[config.mk]
export PLATFORM = sky130hd
export DESIGN_NAME = dmem_arbiter_flat
export DESIGN_NICKNAME = d
export VERILOG_FILES = /design/src/rtl/dmem_arbiter_pkg.sv /design/src/rtl/dmem_arbiter_if.sv /design/src/rtl/dmem_mux.sv /design/src/rtl/dmem_arbiter.sv /design/src/flat_wrapper.sv
export SDC_FILE = /design/constraint.sdc
export NUM_CORES = 1
export LEC_CHECK = 0
export ABC_AREA = 1
export CAP_MARGIN = 15
export CORE_MARGIN = 2
export CORE_UTILIZATION = 34
export CTS_BUF_LIST = sky130_fd_sc_hd__clkbuf_4 sky130_fd_sc_hd__clkbuf_8
export DETAILED_ROUTE_END_ITERATION = 8
export PLACE_DENSITY = 0.81
export SYNTH_ARGS = -nofsm -noshare
export SYNTH_HDL_FRONTEND = slang
export SYNTH_SLANG_ARGS = --single-unit
[constraint.sdc]
create_clock -name clk -period 1.3 [get_ports clk]
set_input_delay 0.325 -clock clk [delete_from_list [all_inputs] [get_ports clk]]
set_output_delay 0.325 -clock clk [all_outputs]
set_load 0.01 [all_outputs]
[src/rtl/dmem_arbiter_pkg.sv]
`default_nettype none
// ============================================================================
// Module   : dmem_arbiter_pkg
// Purpose  : Shared widths, FSM state encoding and counter helper for the
//            data-memory arbiter.
// Revision : 1.0  initial release
// ============================================================================
package dmem_arbiter_pkg;

    localparam int ADDR_W_DEF = 8;
    localparam int DATA_W_DEF = 8;
    localparam int CNT_W      = 8;

    typedef enum logic [1:0] {
        ST_IDLE   = 2'd0,
        ST_WAIT   = 2'd1,
        ST_FREEZE = 2'd2
    } arb_state_e;

    function automatic logic [CNT_W-1:0] sat_inc(input logic [CNT_W-1:0] v,
                                                 input logic [CNT_W-1:0] lim);
        return (v >= lim) ? lim : (v + 8'd1);
    endfunction

endpackage
`default_nettype wire

[src/rtl/dmem_arbiter_if.sv]
`default_nettype none
// ============================================================================
// Module   : dmem_arbiter_if
// Purpose  : Debug/loader access channel: request, grant and read return.
// Revision : 1.0  initial release
// ============================================================================
interface dmem_arbiter_if
    import dmem_arbiter_pkg::*;
#(
    parameter int ADDR_W = ADDR_W_DEF,
    parameter int DATA_W = DATA_W_DEF
) ();

    logic              req;
    logic              we;
    logic [ADDR_W-1:0] addr;
    logic [DATA_W-1:0] wr_data;
    logic              gnt;
    logic [DATA_W-1:0] rd_data;
    logic              rvalid;

    modport master (
        output req, we, addr, wr_data,
        input  gnt, rd_data, rvalid
    );

    modport slave (
        input  req, we, addr, wr_data,
        output gnt, rd_data, rvalid
    );

endinterface
`default_nettype wire

[src/rtl/dmem_mux.sv]
`default_nettype none
// ============================================================================
// Module   : dmem_mux
// Purpose  : Combinational memory port select; the core always wins.
// Revision : 1.0  initial release
// ============================================================================
module dmem_mux
    import dmem_arbiter_pkg::*;
#(
    parameter int ADDR_W = ADDR_W_DEF,
    parameter int DATA_W = DATA_W_DEF
) (
    input  wire logic              core_rd_enb_i,
    input  wire logic              core_wr_enb_i,
    input  wire logic [ADDR_W-1:0] core_addr_i,
    input  wire logic [DATA_W-1:0] core_wr_data_i,
    input  wire logic              dbg_req_i,
    input  wire logic              dbg_we_i,
    input  wire logic [ADDR_W-1:0] dbg_addr_i,
    input  wire logic [DATA_W-1:0] dbg_wr_data_i,
    output logic                   dbg_gnt_o,
    output logic                   mem_rd_enb_o,
    output logic                   mem_wr_enb_o,
    output logic [ADDR_W-1:0]      mem_addr_o,
    output logic [DATA_W-1:0]      mem_wr_data_o
);

    logic w_core_busy;

    assign w_core_busy = core_rd_enb_i | core_wr_enb_i;

    // Core signals pass straight through by default so the core path has
    // no added logic depth beyond this one select.
    always_comb begin
        mem_rd_enb_o  = core_rd_enb_i;
        mem_wr_enb_o  = core_wr_enb_i;
        mem_addr_o    = core_addr_i;
        mem_wr_data_o = core_wr_data_i;
        dbg_gnt_o     = 1'b0;
        if (!w_core_busy && dbg_req_i) begin
            mem_rd_enb_o  = ~dbg_we_i;
            mem_wr_enb_o  = dbg_we_i;
            mem_addr_o    = dbg_addr_i;
            mem_wr_data_o = dbg_wr_data_i;
            dbg_gnt_o     = 1'b1;
        end
    end

endmodule
`default_nettype wire

[src/rtl/dmem_arbiter.sv]
`default_nettype none
// ============================================================================
// Module   : dmem_arbiter
// Purpose  : Shares the data memory between core and debug port, with a
//            starvation counter that freezes instruction fetch.
// Revision : 1.0  initial release
// ============================================================================
module dmem_arbiter
    import dmem_arbiter_pkg::*;
#(
    parameter int ADDR_W   = ADDR_W_DEF,
    parameter int DATA_W   = DATA_W_DEF,
    parameter int MAX_WAIT = 8
) (
    input  wire logic              clk,
    input  wire logic              rst,
    input  wire logic              core_rd_enb_i,
    input  wire logic              core_wr_enb_i,
    input  wire logic [ADDR_W-1:0] core_addr_i,
    input  wire logic [DATA_W-1:0] core_wr_data_i,
    output logic [DATA_W-1:0]      core_rd_data_o,
    dmem_arbiter_if.slave          dbg,
    input  wire logic              fetch_enable_i,
    output logic                   fetch_enable_o,
    output logic                   mem_rd_enb_o,
    output logic                   mem_wr_enb_o,
    output logic [ADDR_W-1:0]      mem_addr_o,
    output logic [DATA_W-1:0]      mem_wr_data_o,
    input  wire logic [DATA_W-1:0] mem_rd_data_i
);

    localparam logic [CNT_W-1:0] C_MAX_WAIT = CNT_W'(MAX_WAIT);

    arb_state_e        state_q, state_d;
    logic [CNT_W-1:0]  cnt_q, cnt_d;
    logic              rd_pend_q, rd_pend_d;
    logic              rvalid_q, rvalid_d;
    logic [DATA_W-1:0] rdata_q, rdata_d;
    logic              w_gnt;
    logic              w_waiting;
    logic              w_freeze;

    dmem_mux #(
        .ADDR_W (ADDR_W),
        .DATA_W (DATA_W)
    ) u_mux (
        .core_rd_enb_i  (core_rd_enb_i),
        .core_wr_enb_i  (core_wr_enb_i),
        .core_addr_i    (core_addr_i),
        .core_wr_data_i (core_wr_data_i),
        .dbg_req_i      (dbg.req),
        .dbg_we_i       (dbg.we),
        .dbg_addr_i     (dbg.addr),
        .dbg_wr_data_i  (dbg.wr_data),
        .dbg_gnt_o      (w_gnt),
        .mem_rd_enb_o   (mem_rd_enb_o),
        .mem_wr_enb_o   (mem_wr_enb_o),
        .mem_addr_o     (mem_addr_o),
        .mem_wr_data_o  (mem_wr_data_o)
    );

    assign w_waiting      = dbg.req & ~w_gnt;
    assign w_freeze       = (state_q == ST_FREEZE);
    assign fetch_enable_o = fetch_enable_i & ~w_freeze;
    assign core_rd_data_o = mem_rd_data_i;
    assign dbg.gnt        = w_gnt;
    assign dbg.rd_data    = rdata_q;
    assign dbg.rvalid     = rvalid_q;

    // Freeze is taken on the counter's next value, so the MAX_WAIT-th
    // ungranted cycle moves straight into FREEZE even if the core is busy.
    // Checking from IDLE as well keeps MAX_WAIT = 1 meaningful.
    always_comb begin
        cnt_d   = w_waiting ? sat_inc(cnt_q, C_MAX_WAIT) : '0;
        state_d = state_q;
        case (state_q)
            ST_IDLE, ST_WAIT: begin
                if (w_waiting)
                    state_d = (cnt_d == C_MAX_WAIT) ? ST_FREEZE : ST_WAIT;
                else
                    state_d = ST_IDLE;
            end
            ST_FREEZE: begin
                if (w_gnt || !dbg.req)
                    state_d = ST_IDLE;
            end
            default: state_d = ST_IDLE;
        endcase
    end

    // Memory read data arrives the cycle after the grant; capture it then
    // and present it with a single-cycle valid.
    always_comb begin
        rd_pend_d = w_gnt & ~dbg.we;
        rvalid_d  = rd_pend_q;
        rdata_d   = rd_pend_q ? mem_rd_data_i : rdata_q;
    end

    always_ff @(posedge clk or posedge rst) begin
        if (rst) begin
            state_q   <= ST_IDLE;
            cnt_q     <= '0;
            rd_pend_q <= 1'b0;
            rvalid_q  <= 1'b0;
            rdata_q   <= '0;
        end else begin
            state_q   <= state_d;
            cnt_q     <= cnt_d;
            rd_pend_q <= rd_pend_d;
            rvalid_q  <= rvalid_d;
            rdata_q   <= rdata_d;
        end
    end

endmodule
`default_nettype wire

[src/flat_wrapper.sv]
// flat-port wrapper written by rule: the top's interface ports become plain ports
module dmem_arbiter_flat import dmem_arbiter_pkg::*;
#(
    parameter int ADDR_W   = ADDR_W_DEF,
    parameter int DATA_W   = DATA_W_DEF,
    parameter int MAX_WAIT = 8
)
  (clk, rst, core_rd_enb_i, core_wr_enb_i, core_addr_i, core_wr_data_i, core_rd_data_o, fetch_enable_i, fetch_enable_o, mem_rd_enb_o, mem_wr_enb_o, mem_addr_o, mem_wr_data_o, mem_rd_data_i, dbg_req, dbg_we, dbg_addr, dbg_wr_data, dbg_gnt, dbg_rd_data, dbg_rvalid);
  dmem_arbiter_if #(.ADDR_W(ADDR_W), .DATA_W(DATA_W)) dbg_i ();
  input  wire logic clk;
  input  wire logic rst;
  input  wire logic core_rd_enb_i;
  input  wire logic core_wr_enb_i;
  input  wire logic [ADDR_W-1:0] core_addr_i;
  input  wire logic [DATA_W-1:0] core_wr_data_i;
  output logic [DATA_W-1:0] core_rd_data_o;
  input  wire logic fetch_enable_i;
  output logic fetch_enable_o;
  output logic mem_rd_enb_o;
  output logic mem_wr_enb_o;
  output logic [ADDR_W-1:0] mem_addr_o;
  output logic [DATA_W-1:0] mem_wr_data_o;
  input  wire logic [DATA_W-1:0] mem_rd_data_i;
  input wire logic [$bits(dbg_i.req)-1:0] dbg_req;
  input wire logic [$bits(dbg_i.we)-1:0] dbg_we;
  input wire logic [$bits(dbg_i.addr)-1:0] dbg_addr;
  input wire logic [$bits(dbg_i.wr_data)-1:0] dbg_wr_data;
  output wire logic [$bits(dbg_i.gnt)-1:0] dbg_gnt;
  output wire logic [$bits(dbg_i.rd_data)-1:0] dbg_rd_data;
  output wire logic [$bits(dbg_i.rvalid)-1:0] dbg_rvalid;
  assign dbg_i.req = dbg_req;
  assign dbg_i.we = dbg_we;
  assign dbg_i.addr = dbg_addr;
  assign dbg_i.wr_data = dbg_wr_data;
  assign dbg_gnt = dbg_i.gnt;
  assign dbg_rd_data = dbg_i.rd_data;
  assign dbg_rvalid = dbg_i.rvalid;
  dmem_arbiter #(.ADDR_W(ADDR_W), .DATA_W(DATA_W), .MAX_WAIT(MAX_WAIT)) u_core (.clk(clk), .rst(rst), .core_rd_enb_i(core_rd_enb_i), .core_wr_enb_i(core_wr_enb_i), .core_addr_i(core_addr_i), .core_wr_data_i(core_wr_data_i), .core_rd_data_o(core_rd_data_o), .dbg(dbg_i), .fetch_enable_i(fetch_enable_i), .fetch_enable_o(fetch_enable_o), .mem_rd_enb_o(mem_rd_enb_o), .mem_wr_enb_o(mem_wr_enb_o), .mem_addr_o(mem_addr_o), .mem_wr_data_o(mem_wr_data_o), .mem_rd_data_i(mem_rd_data_i));
endmodule
# [Word-level counts from Yosys, hierarchy flattened]
# Index checks and enable logic that the tools add are counted.
[classes] muxes=11 bitwise_logic=7 eq_ne=4 n_addsub=1 reduce_logical=6 magnitude_cmp=1
[ops] cell="8-bit two-way mux" n=4
[ops] cell="8-bit by 1-bit adder with 8-bit output (second input constant)" n=1
[ops] cell="8-bit by 4-bit equality test with 1-bit output (second input constant)" n=1
[ops] cell="8-bit by 4-bit greater-or-equal comparator with 1-bit output (second input constant)" n=1
[ops] cell="2-bit two-way mux" n=3
[ops] cell="2-bit case mux with 2 select lines" n=1
[ops] cell="1-bit AND" n=3
[ops] cell="1-bit two-way mux" n=3
[ops] cell="1-bit inverter" n=3
[ops] cell="2-bit by 1-bit equality test with 1-bit output (second input constant)" n=1
[ops] cell="2-bit equality test (second input constant)" n=1
[ops] cell="1-bit logical NOT" n=2
[ops] cell="2-bit logical NOT" n=1
[ops] cell="2-bit inequality test (second input constant)" n=1
[ops] cell="2-bit OR reduction" n=1
[ops] cell="1-bit logical AND" n=1
[ops] cell="1-bit logical OR" n=1
[ops] cell="1-bit OR" n=1
[word_totals] output_inout_bits=37 input_bits=47 ff_bits=20 word_cells=35

# [Depth between registers and ports, before layout]
# Gate-level depths: netlist of run 1.
[logic_depth] word_depth=11 depth_mapped=8

# [Modules after synthesis]
# A second synthesis of run 1 with hierarchy kept.
[hier_totals] hier_cells=135 area_unflattened_um2=1138.6
[by_module_without_submodules] module="dmem_arbiter" area_per_inst_um2=859.6 instances=1 cells_each=75
[by_module_without_submodules] module="dmem_mux" area_per_inst_um2=279.0 instances=1 cells_each=60

# [Worst setup path before layout of run 1]
# OpenSTA, ideal clock, no wires.
[synth_timing] path_type="input-to-output" startpoint="input core_wr_enb_i" endpoint="output mem_addr_o[0]" cell_stages=6 t_required_ns=0.975 arrival_ns=0.915 setup_slack_ns=0.060 path_buffers=1 cell_sequence="nor2_2 > nand2_4 > inv_6 > buf_12 > nand2_1 > nand2_1"
[synth_between] elab_chain_cells=4
[synth_rtl] element="from (decl)" line="flat_wrapper.sv:13" rtl="input wire logic core_wr_enb_i;"
[synth_rtl] element="1-bit OR" line="dmem_mux.sv:30" rtl="assign w_core_busy = core_rd_enb_i | core_wr_enb_i;"
[synth_rtl] element="1-bit logical NOT" line="dmem_mux.sv:40" rtl="if (!w_core_busy && dbg_req_i) begin"
[synth_rtl] element="1-bit logical AND" line="dmem_mux.sv:40"
[synth_rtl] element="8-bit two-way mux" line="dmem_mux.sv:40"
[synth_rtl] element="to (decl)" line="flat_wrapper.sv:21" rtl="output logic [ADDR_W-1:0] mem_addr_o;"
# No other way between the ends.

# [Final worst setup path of run 1]
[layout_timing] startpoint="input core_wr_enb_i" endpoint="output mem_addr_o[6]"
# Same word-level chain as after synthesis.

==> flow_summary_export.csv, run 1 <==
group,metric,value,unit
sta,hold-worst-slack,0.347,ns
synthesis,synth_area_leader_cell,"dfrtp_1",
sta,fin_skew,0.00126,ns
final_layout,nFillCells,250,
sta,final-hold-violation-count,0,
synthesis,synth-compound-area-share,4.20,%
synthesis,synth_top_area_share,45.4,%
floorplanning,die_x,61.0,um
final_layout,regArea,500,um2
final_layout,num-nets-final,280,
cts,clk_root_buffer_cell,"clkbuf_4",
synthesis,synthSimpleGateAreaFrac,26.3,%
sta,worst_slack,-0.197,ns
cts,htreeDepth,1,
final_layout,drive_above_1_share,44.3,%
floorplanning,coreArea,0.00308,mm2
synthesis,yosys_register_bits,20,
synthesis,yosysMostFrequentCell,"nand2_1",
cts,clockBufferDepth,2,
critical_path,crit_path_end_kind,"output port",
floorplanning,die_height,61.0,um
synthesis,synthXorXnorAreaFrac,0.794,%
power,power_density,859,mW/mm2
synthesis,synth_top_family_by_area,"simple AND/OR/NAND/NOR gates",
drt,postRouteAntennaNets,0,
power,p_leak,1.07,nW
final_layout,n_antenna_cell,0,
sta,period_minus_slack,1.50,ns
global_routing,grt-busiest-layer,"met2",
critical_path,critPathKind,"in2out",
synthesis,netlist_top_cells_area,"dfrtp_1 (45%), nand2_1 (17%), mux2_2 (8.2%), buf_4 (6.1%), inv_1 (3.1%)",
status,violations,"setup timing",
power,p_total,1.81,mW
drt,wl_per_cell,11.0,um
synthesis,synth-async-reset-ratio,100,%
drt,viasPerCell,4.27,
synthesis,synthCells,128,
cts,cts_tree,"yes",
synthesis,synth_mux_area_share,8.16,%
global_routing,grt_pass1_vias,1061,
global_routing,met3_usage,2.56,%
place,io_buffer_count,83,
critical_path,cp-start-kind,"input port",
synthesis,syn-cell-area,0.00110,mm2
synthesis,synth_edf_count,0,
global_routing,grtUsageMet1,19.7,%
sta,final_max_slew_viol_count,0,
sta,rsz0062_at_grt,"true",
drt,first_iter_violations,17,
synthesis,synth_flop_cell,"dfrtp_1",
drt,drc,0,
global_routing,grt_overflow,0,
cts,cts_hold_buf,0,
place,gp_congestion,0.775,
synthesis,synthAdderAreaFrac,2.27,%
floorplanning,die_area,0.00372,mm2
sta,fin_crit_sh,115,%
critical_path,worst-endpoint-arrival,1.17,ns
critical_path,cp_data_required_time,0.98,ns
cts,clock_latency,0.30,ns
global_routing,grt_use_total,16.2,%
cts,clk_pin_slew,0.11,ns
critical_path,crit_fanout,7,
synthesis,synth.distinct_cells,26,
cts,numCtsBuffers,3,
global_routing,grt_max_degree,21,
floorplanning,start_util,35.9,%
global_routing,grt_antenna_before_repair,0,
sta,finalSetupViolations,18,
sta,clock.fmax,668,MHz
synthesis,synth_commonest_cells,"nand2_1 (50), dfrtp_1 (20), buf_4 (9), inv_1 (9), mux2_2 (8)",
final_layout,synthToLayoutAreaGrowth,90.6,%
status,status,"complete, but fails checks",
power,ir_worst_vdd,523,uV
worst_hold_path,hp-class,"in2async",
drt,first_pass_iters,4,
synthesis,yosysSeqAreaShare,45.4,%
synthesis,avgSynthCellArea,8.62,um2
global_routing,met2_usage,29.5,%
final_layout,multi_input_area,551,um2
synthesis,ys_warn_count,0,
floorplanning,num_io_pins,84,
cts,cts.sinks,20,
final_layout,final_util,68.3,%
global_routing,grt_pass1_wl,4.55,mm
floorplanning,fp-row-count,20,
run,maxCapViolations,0,
place,dp_hpwl,2.25,mm
drt,via_count,1170,
drt,routed_wl,3.00,mm
==> final cells by class <==
| type | instances | share of cell area (%) |
|---|---|---|
| sequential | 20 | 23.8 |
| multi-input combinational | 89 | 26.2 |
| tap | 44 | 2.62 |
| clock buffer | 3 | 1.07 |
| timing repair buffer | 105 | 42.1 |
| clock inverter | 1 | 1.43 |
| inverter | 11 | 2.32 |
| timing repair inverter | 1 | 0.535 |
==> layout by cell type (no fill, tap or decap), types with 2 or more instances in the layout <==
master and instances:
clkdlybuf4s50_1 37, nand2_1 35, buf_2 25, dfrtp_1 20
nand2_2 16, buf_4 14, buf_6 13, mux2_2 8
inv_1 7, nor2_1 5, clkdlybuf4s15_1 5, clkbuf_2 5
nand3_1 4, dlygate4sd2_1 4, conb_1 4, inv_2 3
nor2_4 3, nand2_4 3, clkbuf_4 3, inv_8 2
==> path summary, 6_finish.rpt <==
check	from	to	slack, ns	cells after the start
worst max-delay path	core_wr_enb_i	mem_addr_o[6]	-0.20	8
worst min-delay path	rst	u_core.state_q[1]	0.35	3
worst max register to register	u_core.cnt_q[0]	u_core.state_q[1]	0.07	7
worst min register to register	u_core.dbg.rd_data[0]	u_core.dbg.rd_data[0]	0.52	1
max in group asynchronous	rst	u_core.cnt_q[0]	0.76	3
min in group clk	dbg_we	u_core.rd_pend_q	0.44	3
==> flip-flops by register name, indices dropped and copies added, names as in the netlist <==
| register | count |
|---|---|
| u_core.cnt_q | 8 |
| u_core.state_q | 2 |
| u_core.rd_pend_q | 1 |
| u_core.dbg.rd_data | 8 |
| u_core.dbg.rvalid | 1 |
==> routing by layer <==
metal	up-vias	routed length, um	share of wire [%]
li1	591	-	-
met1	523	1110	37
met2	50	1640	55
met3	6	203	6.8
met4	0	47	1.6
met5	-	0	0
==> through the flow <==
step	instance area (um2)	cells	worst slack (ns)	setup TNS (ns)
3_5_place_dp	1990	258	-0.871	-20.68
3_3_place_gp	1990	258	-0.860	-19.82
4_1_cts	2030	272	-0.190	-2.27
5_1_grt	2100	274	-0.260	-3.24
2_1_floorplan	1110	131	0.0596	0
6_report	2100	274	-0.197	-2.25
==> critical path, cell delays in order <==
cell,delay [ns]
buf_8,0.10
nor2_4,0.12
nand2_4,0.12
buf_6,0.15
buf_6,0.13
nand2_1,0.05
nand2_1,0.05
buf_2,0.13
==> power by group <==
part / internal [mW] / switching (mW) / total [mW]
clock: 0.312 / 0.185 / 0.496
combinational: 0.343 / 0.242 / 0.585
sequential: 0.693 / 0.0320 / 0.725
total: 1.35 / 0.458 / 1.81
==> kinds of logic (layout without fill, tap and decap cells) <==
family	count (synthesis)	count (layout)
XOR/XNOR	1	1
flip-flops	20	20
AND/OR/NAND/NOR	68	68
AO/OA/AOI/OAI	6	6
multiplexers	8	8
other	1	4
adder cells (fa/ha/maj)	2	2
buffers and inverters	22	121
==> timing repair <==
item	CTS	global route
setup buffers	9	2
gates resized for setup	170	28
gates cloned	1	0
pin swaps	11	14
endpoints found under the setup margin	37	27
hold endpoints to repair	0	0
Note: power is estimated with default switching activity, not from simulation.
==> run 2, diff against run 1 <==
- ABC_AREA: 1 -> default
- CORE_UTILIZATION: 34 -> 33
- CTS_CLUSTER_DIAMETER: default -> 80
- PLACE_DENSITY: 0.81 -> 0.82
==> run 2 against run 1 <==
Against the previous run: the flow still finishes with violations (setup timing); flip-flop and latch count is the same; register-to-register slack lost 0.18 ns; utilization grew 4.4 points; critical path depth shrank 1; clock skew grew 0.013 ns; final area grew 3.8%; sequential power is essentially flat; clock-buffer cell count grew 1; via count shrank 14%; total power shrank 4.2%; global-route usage grew 3.4 points; final cell count shrank 22%; critical path type unchanged; largest power group unchanged.
==> flow_summary_export.csv, run 2 <==
group,metric,value,unit
floorplanning,die_area,0.00355,mm2
drt,routed_wl,3.40,mm
sta,finalSetupViolations,23,
sta,clock.fmax,561,MHz
status,status,"complete, but fails checks",
global_routing,grt_use_total,19.6,%
status,violations,"setup timing",
final_layout,final_util,72.7,%
drt,viasPerCell,4.69,
critical_path,cp_data_required_time,0.98,ns
global_routing,grt_antenna_before_repair,0,
critical_path,ff2ff_path_depth,3,
sta,worst_slack,-0.481,ns
synthesis,netlist_top_cells_area,"dfrtp_1 (49%), mux2_2 (27%), buf_4 (6.6%), ha_1 (2.5%), inv_1 (1.8%)",
drt,first_iter_violations,17,
sta,rsz0062_at_grt,"true",
cts,clock_latency,0.29,ns
power,ir_worst_vdd,529,uV
floorplanning,num_io_pins,84,
synthesis,ys_warn_count,0,
floorplanning,die_x,59.6,um
sta,hold-worst-slack,0.220,ns
synthesis,synth-async-reset-ratio,100,%
sta,final_max_slew_viol_count,0,
final_layout,synthToLayoutAreaGrowth,114,%
global_routing,grt_max_degree,18,
sta,final-hold-violation-count,0,
synthesis,synth_flop_cell,"dfrtp_1",
critical_path,slowest_delay,0.30,ns
critical_path,cp-start-kind,"input port",
critical_path,crit_path_end_kind,"output port",
power,p_leak,1.03,nW
floorplanning,die_height,59.6,um
critical_path,r2r-start,"u_core.cnt_q[6]",
floorplanning,coreArea,0.00300,mm2
drt,wl_per_cell,15.9,um
sta,fin_skew,0.0141,ns
sta,period_minus_slack,1.78,ns
synthesis,synth_edf_count,0,
cts,cts.sinks,20,
floorplanning,fp-row-count,20,
global_routing,grt_pass1_vias,1156,
power,power_density,793,mW/mm2
final_layout,final_common_cell,"clkdlybuf4s50_1",
place,io_buffer_count,83,
cts,htreeDepth,1,
drt,via_count,1004,
final_layout,num-nets-final,231,
synthesis,yosysMostFrequentCell,"mux2_2",
cts,clockBufferDepth,2,
synthesis,avgSynthCellArea,12.4,um2
synthesis,yosys_register_bits,20,
critical_path,critPathKind,"in2out",
sta,fin_crit_sh,137,%
cts,clk_root_buffer_cell,"clkbuf_4",
drt,postRouteAntennaNets,0,
synthesis,synth.distinct_cells,26,
run,maxCapViolations,0,
critical_path,worst-endpoint-arrival,1.46,ns
synthesis,yosysSeqAreaShare,49.1,%
floorplanning,start_util,34.0,%
cts,cts_hold_buf,0,
final_layout,final_cells,214,
sta,fin_setup_tns,-8.03,ns
drt,drc,0,
final_layout,drive_above_1_share,49.7,%
cts,numCtsBuffers,3,
worst_hold_path,hp-class,"in2async",
synthesis,synth_area_leader_cell,"dfrtp_1",
critical_path,reg2reg_slack,-0.11,ns
critical_path,crit_fanout,5,
final_layout,layout_common_cells,"clkdlybuf4s50_1 (40), buf_6 (23), dfrtp_1 (20), mux2_4 (16), buf_4 (11)",
cts,cts_tree,"yes",
place,dp_cells,198,
synthesis,syn-cell-area,0.00102,mm2
global_routing,grt_pass1_wl,5.15,mm
final_layout,n_antenna_cell,0,
critical_path,cp_top_family,"buffers and inverters",
critical_path,cp_slowest_cell,"mux2_4",
cts,clk_pin_slew,0.13,ns
synthesis,synth_commonest_cells,"mux2_2 (24), dfrtp_1 (20), buf_4 (9), inv_1 (5)",
drt,first_pass_iters,2,
synthesis,synth_top_area_share,49.1,%
place,gp_congestion,0.676,
critical_path,crit_chain,"buf_8, nor3b_4, buf_6, buf_6, buf_16, mux2_4, buf_6",
synthesis,synthCells,82,
critical_path,crit_top_cell,"buf_6",
critical_path,crit_buf_inv,5,
critical_path,reg2reg_to,"u_core.state_q[0]",
place,dp_hpwl,2.56,mm
global_routing,grt_overflow,0,
[run 2: cell count changes in the layout (fill, tap and decap cells not counted), moves of 10 or more]
| cell | previous run | this run |
|---|---|---|
| mux2_4 | 0 | 16 |
| buf_6 | 13 | 23 |
| buf_2 | 25 | 10 |
| nand2_1 | 35 | 0 |
| nand2_2 | 16 | 0 |
[run 2: cell families (layout without fill, tap and decap cells)]
family | count (synthesis) | after routing | synth area share, %
xor gates and xnor gates | 1 | 1 | 0.859
AOI/OAI and AO/OA | 6 | 6 | 3.93
DFF | 20 | 20 | 49.1
and+or+nand+nor | 12 | 12 | 7.49
muxes | 24 | 24 | 26.5
buffers and inverters | 16 | 112 | 9.32
adders and majority gates | 2 | 2 | 2.45
other | 1 | 4 | 0.368
[run 2: per-layer routing]
| metal | vias to the layer above | wire length, um | global-route usage [%] |
|---|---|---|---|
| met5 | - | 0 | 0 |
| met4 | 0 | 104 | 9.21 |
| met3 | 10 | 168 | 4.59 |
| met2 | 42 | 1970 | 37.4 |
| met1 | 487 | 1150 | 19.8 |
| li1 | 465 | - | - |
[run 2: final cells by class]
class                      count  area, um2
multi-input combinational     49        536
tap                           33       41.3
timing repair buffer         103       1050
clock buffer                   4       36.3
fill                         195        820
inverter                       5       18.8
sequential                    20        500
[run 2: metrics by stage]
| step | total power [mW] | setup slack (ns) | area, um2 |
|---|---|---|---|
| 6_report | 1.73 | -0.481 | 2180 |
| 5_1_grt | 1.81 | -0.513 | 2180 |
| 3_5_place_dp | 1.35 | -1.15 | 1950 |
| 4_1_cts | 1.73 | -0.481 | 2170 |
| 3_3_place_gp | 1.33 | -1.10 | 1950 |
| 2_1_floorplan | 0.949 | -0.156 | 1080 |
[run 2: what timing repair did]
action / 4_1_cts / 5_1_grt
buffers inserted: 7 / 5
pin swaps: 1 / 3
gates cloned: 3 / 0
resized for setup: 186 / 12
setup endpoints to repair: 41 / 27
[run 2: power by group]
group	switching, mW	internal (mW)
registers	0.0367	0.689
logic	0.216	0.428
clock network	0.190	0.170
total	0.443	1.29
[run 2: how the worst max path moves through the flow]
stage                       endpoint  cells after the start           from  slack [ns]
floorplan              mem_addr_o[0]                      4  core_wr_enb_i       -0.16
global placement    mem_wr_data_o[3]                      5        dbg_req       -1.10
detailed placement  mem_wr_data_o[5]                      5        dbg_req       -1.15
CTS                    mem_addr_o[1]                      7  core_rd_enb_i       -0.48
global route           mem_addr_o[7]                      7  core_wr_enb_i       -0.51
finish                 mem_addr_o[1]                      7  core_wr_enb_i       -0.48
